`src/rtl/output_backprop.sv`:
```
// Backward-pass engine for the hidden-to-output layer: error, serial error x hidden
// products, learning-rate shift and saturating weight update. Optional: BACKPROP_ROUND_EN.
module output_backprop #(
   parameter int               HID_W    = 10,
   parameter int               FIN_W    = 23,
   parameter int               LR_SHIFT = 8,
   parameter logic signed [7:0] W0_INIT = 8'sd1,
   parameter logic signed [7:0] W1_INIT = 8'sd2
) (
   input  logic             clk_i,
   input  logic             rst_i,
   input  logic             en_i,
   input  logic             zero_weight_reset_i,
   input  logic [FIN_W-1:0] final_i,
   input  logic [3:0]       target_i,
   input  logic [HID_W-1:0] hidden0_i,
   input  logic [HID_W-1:0] hidden1_i,
   input  logic [15:0]      w_init_i,
   output logic [15:0]      w_o,
   output logic             busy_o,
   output logic             b_end_o
);

   // Handshake: en_i is a level; a pass starts on its rising edge seen in IDLE,
   // and b_end_o pulses for exactly one cycle when both weights are written.

   localparam int ERR_W = 24;
   localparam int G_W   = 22;
   localparam int D_W   = 23;
   localparam int CNT_W = $clog2(HID_W + 1);

   typedef enum logic [2:0] {
      S_IDLE, S_ERR, S_MUL0, S_UPD0, S_MUL1, S_UPD1, S_DONE
   } state_t;

   state_t                   state_q, state_d;
   logic                     en_q, en_d;
   logic [3:0]               target_q, target_d;
   logic [FIN_W-1:0]         final_q, final_d;
   logic [HID_W-1:0]         hid0_q, hid0_d;
   logic [HID_W-1:0]         hid1_q, hid1_d;
   logic [HID_W-1:0]         hsh_q, hsh_d;
   logic [CNT_W-1:0]         cnt_q, cnt_d;
   logic signed [11:0]       err_q, err_d;
   logic signed [G_W-1:0]    acc_q, acc_d;
   logic signed [G_W-1:0]    mcand_q, mcand_d;
   logic signed [7:0]        w0_q, w0_d;
   logic signed [7:0]        w1_q, w1_d;

   logic                     start;
   logic signed [ERR_W-1:0]  err_full;
   logic signed [11:0]       err_sat;
   logic signed [D_W-1:0]    g_ext;
   logic signed [D_W-1:0]    delta;
   logic signed [7:0]        w_sel;
   logic signed [D_W-1:0]    w_sum;
   logic signed [7:0]        w_new;

   assign start = en_i & ~en_q & (state_q == S_IDLE);

   // Operands are zero-extended so the 24-bit difference cannot wrap.
   always_comb begin
      err_full = signed'({{(ERR_W-4){1'b0}}, target_q})
               - signed'({{(ERR_W-FIN_W){1'b0}}, final_q});
      if (err_full > 24'sd2047)
         err_sat = 12'sd2047;
      else if (err_full < -24'sd2048)
         err_sat = -12'sd2048;
      else
         err_sat = err_full[11:0];
   end

   always_comb begin
      g_ext = {acc_q[G_W-1], acc_q};
`ifdef BACKPROP_ROUND_EN
      delta = (g_ext + (23'sd1 <<< (LR_SHIFT - 1))) >>> LR_SHIFT;
`else
      delta = g_ext >>> LR_SHIFT;
`endif
      w_sel = (state_q == S_UPD0) ? w0_q : w1_q;
      w_sum = {{(D_W-8){w_sel[7]}}, w_sel} + delta;
      if (w_sum > 23'sd127)
         w_new = 8'sd127;
      else if (w_sum < -23'sd128)
         w_new = -8'sd128;
      else
         w_new = w_sum[7:0];
   end

   always_comb begin
      state_d  = state_q;
      en_d     = en_i;
      target_d = target_q;
      final_d  = final_q;
      hid0_d   = hid0_q;
      hid1_d   = hid1_q;
      hsh_d    = hsh_q;
      cnt_d    = cnt_q;
      err_d    = err_q;
      acc_d    = acc_q;
      mcand_d  = mcand_q;
      w0_d     = w0_q;
      w1_d     = w1_q;

      case (state_q)
         S_IDLE: begin
            if (start) begin
               target_d = target_i;
               final_d  = final_i;
               hid0_d   = hidden0_i;
               hid1_d   = hidden1_i;
               state_d  = S_ERR;
            end
         end
         S_ERR: begin
            err_d   = err_sat;
            mcand_d = {{(G_W-12){err_sat[11]}}, err_sat};
            acc_d   = '0;
            hsh_d   = hid0_q;
            cnt_d   = '0;
            state_d = S_MUL0;
         end
         S_MUL0, S_MUL1: begin
            // One multiplier bit per cycle, LSB first, multiplicand walks left.
            if (hsh_q[0])
               acc_d = acc_q + mcand_q;
            mcand_d = mcand_q <<< 1;
            hsh_d   = hsh_q >> 1;
            if (cnt_q == CNT_W'(HID_W - 1)) begin
               cnt_d   = '0;
               state_d = (state_q == S_MUL0) ? S_UPD0 : S_UPD1;
            end else begin
               cnt_d = cnt_q + 1'b1;
            end
         end
         S_UPD0: begin
            w0_d    = w_new;
            acc_d   = '0;
            mcand_d = {{(G_W-12){err_q[11]}}, err_q};
            hsh_d   = hid1_q;
            cnt_d   = '0;
            state_d = S_MUL1;
         end
         S_UPD1: begin
            w1_d    = w_new;
            state_d = S_DONE;
         end
         S_DONE: begin
            state_d = S_IDLE;
         end
         default: begin
            state_d = S_IDLE;
         end
      endcase

      // Weight reload wins over any pass, including one starting this cycle.
      if (zero_weight_reset_i) begin
         w0_d    = w_init_i[7:0];
         w1_d    = w_init_i[15:8];
         state_d = S_IDLE;
      end
   end

   always_ff @(posedge clk_i or negedge rst_i) begin
      if (!rst_i) begin
         state_q  <= S_IDLE;
         en_q     <= 1'b0;
         target_q <= '0;
         final_q  <= '0;
         hid0_q   <= '0;
         hid1_q   <= '0;
         hsh_q    <= '0;
         cnt_q    <= '0;
         err_q    <= '0;
         acc_q    <= '0;
         mcand_q  <= '0;
         w0_q     <= W0_INIT;
         w1_q     <= W1_INIT;
      end else begin
         state_q  <= state_d;
         en_q     <= en_d;
         target_q <= target_d;
         final_q  <= final_d;
         hid0_q   <= hid0_d;
         hid1_q   <= hid1_d;
         hsh_q    <= hsh_d;
         cnt_q    <= cnt_d;
         err_q    <= err_d;
         acc_q    <= acc_d;
         mcand_q  <= mcand_d;
         w0_q     <= w0_d;
         w1_q     <= w1_d;
      end
   end

   assign w_o     = {w1_q, w0_q};
   assign busy_o  = (state_q != S_IDLE);
   assign b_end_o = (state_q == S_DONE);

endmodule

```
`config.mk`:
```
export PLATFORM = sky130hd
export DESIGN_NAME = output_backprop
export DESIGN_NICKNAME = d
export VERILOG_FILES = /design/src/rtl/output_backprop.sv
export SDC_FILE = /design/constraint.sdc
export NUM_CORES = 1
export LEC_CHECK = 0
export BUFFER_PORTS_ARGS = -buffer_cell sky130_fd_sc_hd__buf_2
export CAP_MARGIN = 20
export CORE_UTILIZATION = 40
export DETAILED_ROUTE_END_ITERATION = 12
export SYNTH_ARGS = -nofsm -noshare
export SYNTH_HDL_FRONTEND = slang
export SYNTH_SLANG_ARGS = --single-unit
```
`constraint.sdc`:
```
create_clock -name clk_i -period 5.01 [get_ports clk_i]
set_input_delay 0.501 -clock clk_i [delete_from_list [all_inputs] [get_ports clk_i]]
set_output_delay 0.501 -clock clk_i [all_outputs]
set_load 0.05 [all_outputs]
```
==> run_results.csv, run 1 <==
group,metric,value,unit
global_routing,grt_pass1_wl,34300,um
setup_path,crit_chain,"clkinv_1, nand2_1, nor2_1, buf_4, o21ai_0, ha_1, a211oi_1, a21oi_1, o41ai_1, o21ai_1, a31oi_1, nand3_1, a21boi_1, o21ai_0, a222oi_1",
yosys,avgSynthCellArea,9.38,um2
clock_tree,htreeDepth,4,
setup_path,worst_path_most_repeated_cell,"o21ai_0",
setup_path,crit_path_end_kind,"register",
yosys,synth_edf_count,0,
global_routing,grtUsageMet1,26.4,%
yosys,synth_top_area_share,40.5,%
cells_and_area,syn_to_final_growth,15.7,%
yosys,synth-seq-area-share,41.2,%
global_routing,grtUsageTotal,19.7,%
timing,finalSetupViolations,0,
yosys,synth.most_common_cell,"dfrtp_1",
setup_path,max_stage_delay,610,ps
timing,worst_pin_slew,955,ps
routing,wl_per_cell,15.8,um
floorplanning,core_area,20300,um2
floorplanning,rows,52,
yosys,synthTopCellsByArea,"dfrtp_1 (41%), mux2_2 (6.3%), ha_1 (6.3%), nand2_1 (5.0%), o21ai_0 (4.3%)",
yosys,syn-num-nets,1001,
clock_tree,cts_tree,"done",
timing,worst_clock_skew,20.1,ps
cells_and_area,stdcell_count,1252,
routing,drt_wl_total,19800,um
timing,hold_violations,0,
yosys,synth_top_family_by_area,"compound AO/OA/AOI/OAI gates",
setup_path,cp_slowest_cell,"dfrtp_1",
cells_and_area,drive_gt1_share,21.0,%
power_and_ir_drop,p_per_area,464,nW/um2
routing,viasPerCell,5.54,
yosys,synthesis.area,8340,um2
cells_and_area,final_net_count,1081,
setup_path,cp-start-kind,"register",
yosys,synth_top_cell_by_area,"dfrtp_1",
power_and_ir_drop,leakagePower,4.29,nW
routing,ant_nets,0,
place,hpwl,14200,um
yosys,synth_xor_area_share,4.31,%
yosys,synthSimpleGateAreaFrac,15.2,%
setup_path,crit_required,5330,ps
global_routing,antenna_found_initial,0,
clock_tree,cts_root_buffer,"clkbuf_16",
global_routing,grt-busiest-layer,"met2",
timing,fin_crit,4440,ps
global_routing,grt_pass1_vias,6893,
flow_run,maxCapViolations,0,
global_routing,grt.overflow.total,0,
clock_tree,cts_hold_buf,0,
floorplanning,start_util,41.1,%
yosys,synth_common_cells,"dfrtp_1 (135), nand2_1 (111), nor2_1 (77)",
clock_tree,clkLatencyLatePin,430,ps
clock_tree,numCtsBuffers,17,
yosys,synth_mux_area_share,8.69,%
clock_tree,cts_sinks,137,
cells_and_area,final_core_utilization,47.5,%
cells_and_area,n_antenna_cell,0,
floorplanning,num_io_pins,85,
routing,firstDrtPassIters,5,
floorplanning,fp.dieArea,21400,um2
routing,num_vias,6941,
place,io_buffers,84,
yosys,yosysWarnings,0,
yosys,async_reset_ff_share,100,%
place,placed_cells,1219,
floorplanning,die_w,146,um
global_routing,use_met3,2.94,%
timing,rsz0062_at_grt,"false",
timing,slew_headroom,36.3,%
clock_tree,clkSlewWorstSetupHoldPaths,70,ps
place,place_congestion,0.837,
power_and_ir_drop,power,4.48,mW
routing,drcViolationCount,0,
timing,tns,0,ps
yosys,synth_seq_cells,137,
power_and_ir_drop,ir_drop,0.270,mV
clock_tree,postCtsSetupBuffers,0,
setup_path,path_max_fanout,15,
worst_hold_path,min_path_type,"in2async",
global_routing,use_met2,32.3,%
status,status,"complete, no violations",
global_routing,grt_max_degree,99,
yosys,synth_cells,889,
yosys,ys_types,72,
clock_tree,cts-resized-gates,0,
setup_path,path_class,"reg2reg",
setup_path,critPathArrivalTime,4770,ps
yosys,synth_ff_type,"dfrtp_1",
routing,first_iter_violations,416,
yosys,yosys.area_share.adder,7.02,%
floorplanning,die_h,146,um
clock_tree,clockBufferDepth,2,
timing,fmax,0.225,GHz
timing,period_share,88.7,%
timing,slew_violations,0,
yosys,synth_compound_area_share,20.7,%
power by group:
group,internal (mW),switching [mW],total (mW)
clock network,0.655,0.558,1.21
registers,1.35,0.255,1.61
logic,0.747,0.907,1.65
layer usage:
metal  vias up  share of wire [%]
met5         -                  0
met1      3360                 48
met3        23                3.0
met2       138                 47
li1       3420                  -
met4         0                2.0
kinds of logic (layout without fill, tap and decap cells):
kind of cell,after synthesis,in the layout
AO/OA/AOI/OAI,264,264
XOR/XNOR,41,41
adder cells (fa/ha/maj),45,45
buffers and inverters,65,158
flip-flops,137,137
multiplexers,59,59
AND/OR/NAND/NOR,278,278
state kept, by name, indices dropped and copies added, names as in the netlist:
name and flops:
acc_q 22, cnt_q 4, en_q 1, err_q 12, final_q 23, hid0_q 10
hid1_q 10, hsh_q 10, mcand_q 22, state_q 3, target_q 4, w0_q 8
w1_q 8
cells in the final DEF, fill, tap and decap left out, types with 6 or more instances in the layout:
cell type / netlist / routed
dfrtp_1: 135 / 135
nand2_1: 111 / 111
buf_2: 1 / 83
nor2_1: 77 / 77
o21ai_0: 71 / 70
a21oi_1: 64 / 64
mux2_2: 47 / 47
ha_1: 42 / 42
inv_1: 23 / 23
xor2_1: 22 / 22
xnor2_1: 19 / 19
nor3_1: 18 / 17
nand3_1: 17 / 17
clkbuf_16: 0 / 17
a21o_1: 16 / 16
buf_4: 0 / 16
a31oi_1: 13 / 13
o22ai_1: 12 / 12
nand2b_1: 10 / 10
a22o_1: 10 / 10
a22oi_1: 10 / 10
o31ai_1: 9 / 9
a211oi_1: 8 / 8
or3_1: 7 / 7
mux2i_1: 6 / 6
mux4_2: 6 / 6
nor2b_1: 6 / 6
and3_1: 6 / 6
critical path: cells and delay by family (launching register included):
| family | cells | cell delay [ps] |
|---|---|---|
| AOI/OAI and AO/OA | 9 | 2710 |
| adders and majority gates | 1 | 320 |
| buffers and inverters | 2 | 340 |
| DFF | 1 | 610 |
| and+or+nand+nor | 3 | 350 |
cell type report:
cell class,count,area [um2]
fillers,1951,10700
multi-input cells,687,4660
flip-flops and latches,137,3430
repair buffers,100,547
clock buffers,18,429
well taps,270,338
clock inverters,14,135
inverters,26,97.6
worst paths after layout:
check | startpoint | to | slack, ps | depth (start not counted)
worst max-delay path | state_q[2]$_DFFE_PN0P_ | w1_q[6]$_DFFE_PN0P_ | 570 | 15
worst min-delay path | rst_i | acc_q[6]$_DFFE_PN0P_ | 170 | 1
worst max register to register | state_q[2]$_DFFE_PN0P_ | w1_q[6]$_DFFE_PN0P_ | 570 | 15
worst min register to register | err_q[7]$_DFFE_PN0P_ | err_q[7]$_DFFE_PN0P_ | 480 | 2
max in group asynchronous | rst_i | w1_q[1]$_DFFE_PN1P_ | 3780 | 2
min in group clk_i | en_i | en_q$_DFF_PN0_ | 200 | 1
stage by stage:
step           worst slack, ps  hold slack (ps)  cell area (um2)
6_report                   565              166             9640
3_3_place_gp               521              466             9060
4_1_cts                    291              190             9630
3_5_place_dp               341              470             9060
2_1_floorplan              503              205             8340
5_1_grt                   22.5              204             9640
Power figures use the tool's default switching activity.
==> run 2: changes to the inputs <==
CAP_MARGIN = 0   (was 20)
CORE_ASPECT_RATIO = 2   (was default)
clock period = 3.7 ns   (was 5.01 ns; I/O delays follow)
==> run_results.csv, run 2 (same netlist as run 1, synthesis figures left out) <==
group,metric,value,unit
routing,viasPerCell,5.59,
cells_and_area,n_antenna_cell,0,
timing,slew_headroom,35.8,%
global_routing,grt_pass1_vias,7089,
setup_path,worst_path_most_repeated_cell,"nand2_1",
timing,holdWs,-5.90,ps
timing,worst_pin_slew,963,ps
cells_and_area,drive_gt1_share,24.3,%
status,status,"complete, but fails checks",
clock_tree,clkLatencyLatePin,420,ps
timing,fin_crit,3510,ps
setup_path,cp-start-kind,"register",
floorplanning,die_w,104,um
routing,num_vias,7101,
power_and_ir_drop,ir_drop,0.355,mV
floorplanning,start_util,40.7,%
floorplanning,fp.dieArea,21500,um2
floorplanning,rows,74,
place,place_congestion,0.899,
place,hpwl,16900,um
clock_tree,cts_tree,"done",
routing,drcViolationCount,0,
clock_tree,clockBufferDepth,2,
global_routing,grtUsageTotal,21.3,%
clock_tree,cts_sinks,137,
timing,worst_clock_skew,10.6,ps
setup_path,crit_path_end_kind,"register",
timing,finalSetupViolations,0,
status,violations,"negative hold slack",
timing,slew_violations,0,
setup_path,reg2reg_depth,17,
power_and_ir_drop,leakagePower,4.43,nW
routing,ant_nets,0,
global_routing,grt.overflow.total,0,
cells_and_area,largest_reg_flops,23,
place,post_dp_cell_area,9250,um2
timing,rsz0062_at_grt,"true",
setup_path,path_max_fanout,7,
setup_path,crit_chain,"clkinv_4, nand2_2, nor2_4, nand2_1, nand2_1, ha_2, inv_1, fa_2, nand3b_1, a21oi_2, o41ai_4, o21ai_2, a31oi_4, or3_4, a21boi_4, o21ai_1, a222oi_1",
routing,drt_wl_total,22000,um
cells_and_area,final_net_count,1103,
setup_path,cp.depth,17,
power_and_ir_drop,power,6.31,mW
timing,hold_violations,2,
setup_path,critPathArrivalTime,3820,ps
floorplanning,core_area,20500,um2
clock_tree,numCtsBuffers,17,
timing,fmax,0.285,GHz
global_routing,grt_max_degree,101,
flow_run,maxCapViolations,0,
clock_tree,cts_root_buffer,"clkbuf_16",
setup_path,timing.critical_path.buf_inv,2,
timing,period_share,94.9,%
setup_path,max_stage_delay,440,ps
setup_path,r2r_setup_slack,190,ps
power_and_ir_drop,p_per_area,635,nW/um2
setup_path,path_delay_family,"compound AO/OA/AOI/OAI gates",
cells_and_area,reg_top3,"final_q: 23 flops, acc_q: 22 flops, mcand_q: 22 flops",
clock_tree,clkSlewWorstSetupHoldPaths,60,ps
cells_and_area,mostFrequentLayoutCells,"dfrtp_1 (134), nand2_1 (109), buf_2 (83)",
setup_path,cp_slowest_cell,"dfrtp_2",
cells_and_area,final_core_utilization,48.6,%
routing,firstDrtPassIters,4,
cells_and_area,layout_commonest_cell,"dfrtp_1",
floorplanning,die_h,206,um
global_routing,grt_pass1_wl,35300,um
floorplanning,num_io_pins,85,
worst_hold_path,min_path_type,"in2async",
routing,wl_per_cell,17.3,um
routing,first_iter_violations,351,
cells_and_area,postLayoutCellArea,9940,um2
setup_path,crit_required,4010,ps
global_routing,antenna_found_initial,0,
cells_and_area,regMostFlops,"final_q",
place,io_buffers,84,
setup_path,path_class,"reg2reg",
cells_and_area,syn_to_final_growth,19.2,%
clock_tree,htreeDepth,4,
==> run 2: cell types whose count changed in the layout (fill, tap and decap cells not counted), moves of 3 or more <==
cell,change
clkbuf_1,+3
o21ai_1,+3
inv_6,-3
buf_4,+22
clkbuf_8,+3
clkinv_4,-4
o21ai_0,-4
inv_8,-3
clkinv_2,+4
==> run 2: timing repair <==
action	CTS	global route
hold buffers	0	0
endpoints found under the setup margin	4	18
gates cloned	0	0
pin swaps	0	10
setup buffers	0	7
gates resized for setup	2	14
==> run 2: cell type report <==
type / count / area (um2)
fillers: 1973 / 10500
multi-input cells: 687 / 4780
flip-flops and latches: 137 / 3430
repair buffers: 122 / 712
clock buffers: 24 / 482
well taps: 266 / 333
inverters: 26 / 103
clock inverters: 8 / 95.1
==> run 2: where the power goes <==
| group | leakage (nW) | internal [mW] | switching [mW] |
|---|---|---|---|
| registers | 1.68 | 1.84 | 0.345 |
| clock network | 0.280 | 1.04 | 0.625 |
| logic | 2.47 | 1.11 | 1.35 |
| total | 4.43 | 3.98 | 2.33 |
==> run 2: path summary, 6_finish.rpt <==
path                                             start                      end
min in group clk_i                                en_i           en_q$_DFF_PN0_
max in group asynchronous                        rst_i  mcand_q[11]$_DFFE_PN0P_
worst min-delay path                             rst_i    hid1_q[4]$_DFFE_PN0P_
worst max-delay path            state_q[2]$_DFFE_PN0P_      w1_q[3]$_DFFE_PN0P_
worst min register to register    err_q[4]$_DFFE_PN0P_     err_q[4]$_DFFE_PN0P_
worst max register to register  state_q[2]$_DFFE_PN0P_      w1_q[3]$_DFFE_PN0P_
==> run 2: per-stage QoR <==
stage          hold slack (ps)  setup TNS (ps)  std cells  setup slack, ps
2_1_floorplan             74.4           -9.80        889            -9.80
5_1_grt                   69.5           -80.5       1270            -42.2
6_report                 -5.90               0       1270              189
3_3_place_gp               463               0       1231             1.63
3_5_place_dp               468            -126       1231            -46.2
4_1_cts                   58.4               0       1263             66.2
==> run 2: metal layers <==
metal | part of all wire, % | vias up | global-route usage [%]
li1 | - | 3441 | -
met1 | 34 | 3441 | 19.7
met2 | 58 | 153 | 42.7
met3 | 2.9 | 66 | 3.06
met4 | 5.2 | 0 | 13.4
met5 | 0 | - | 0
==> run 2: worst register-to-register path, stage by stage, from the launching register on <==
cell and delay [ps]:
dfrtp_2 440, clkinv_4 60, nand2_2 60, nor2_4 160
nand2_1 70, nand2_1 60, ha_2 180, inv_1 50
fa_2 340, nand3b_1 190, a21oi_2 230, o41ai_4 100
o21ai_2 260, a31oi_4 150, or3_4 410, a21boi_4 210
o21ai_1 110, a222oi_1 310
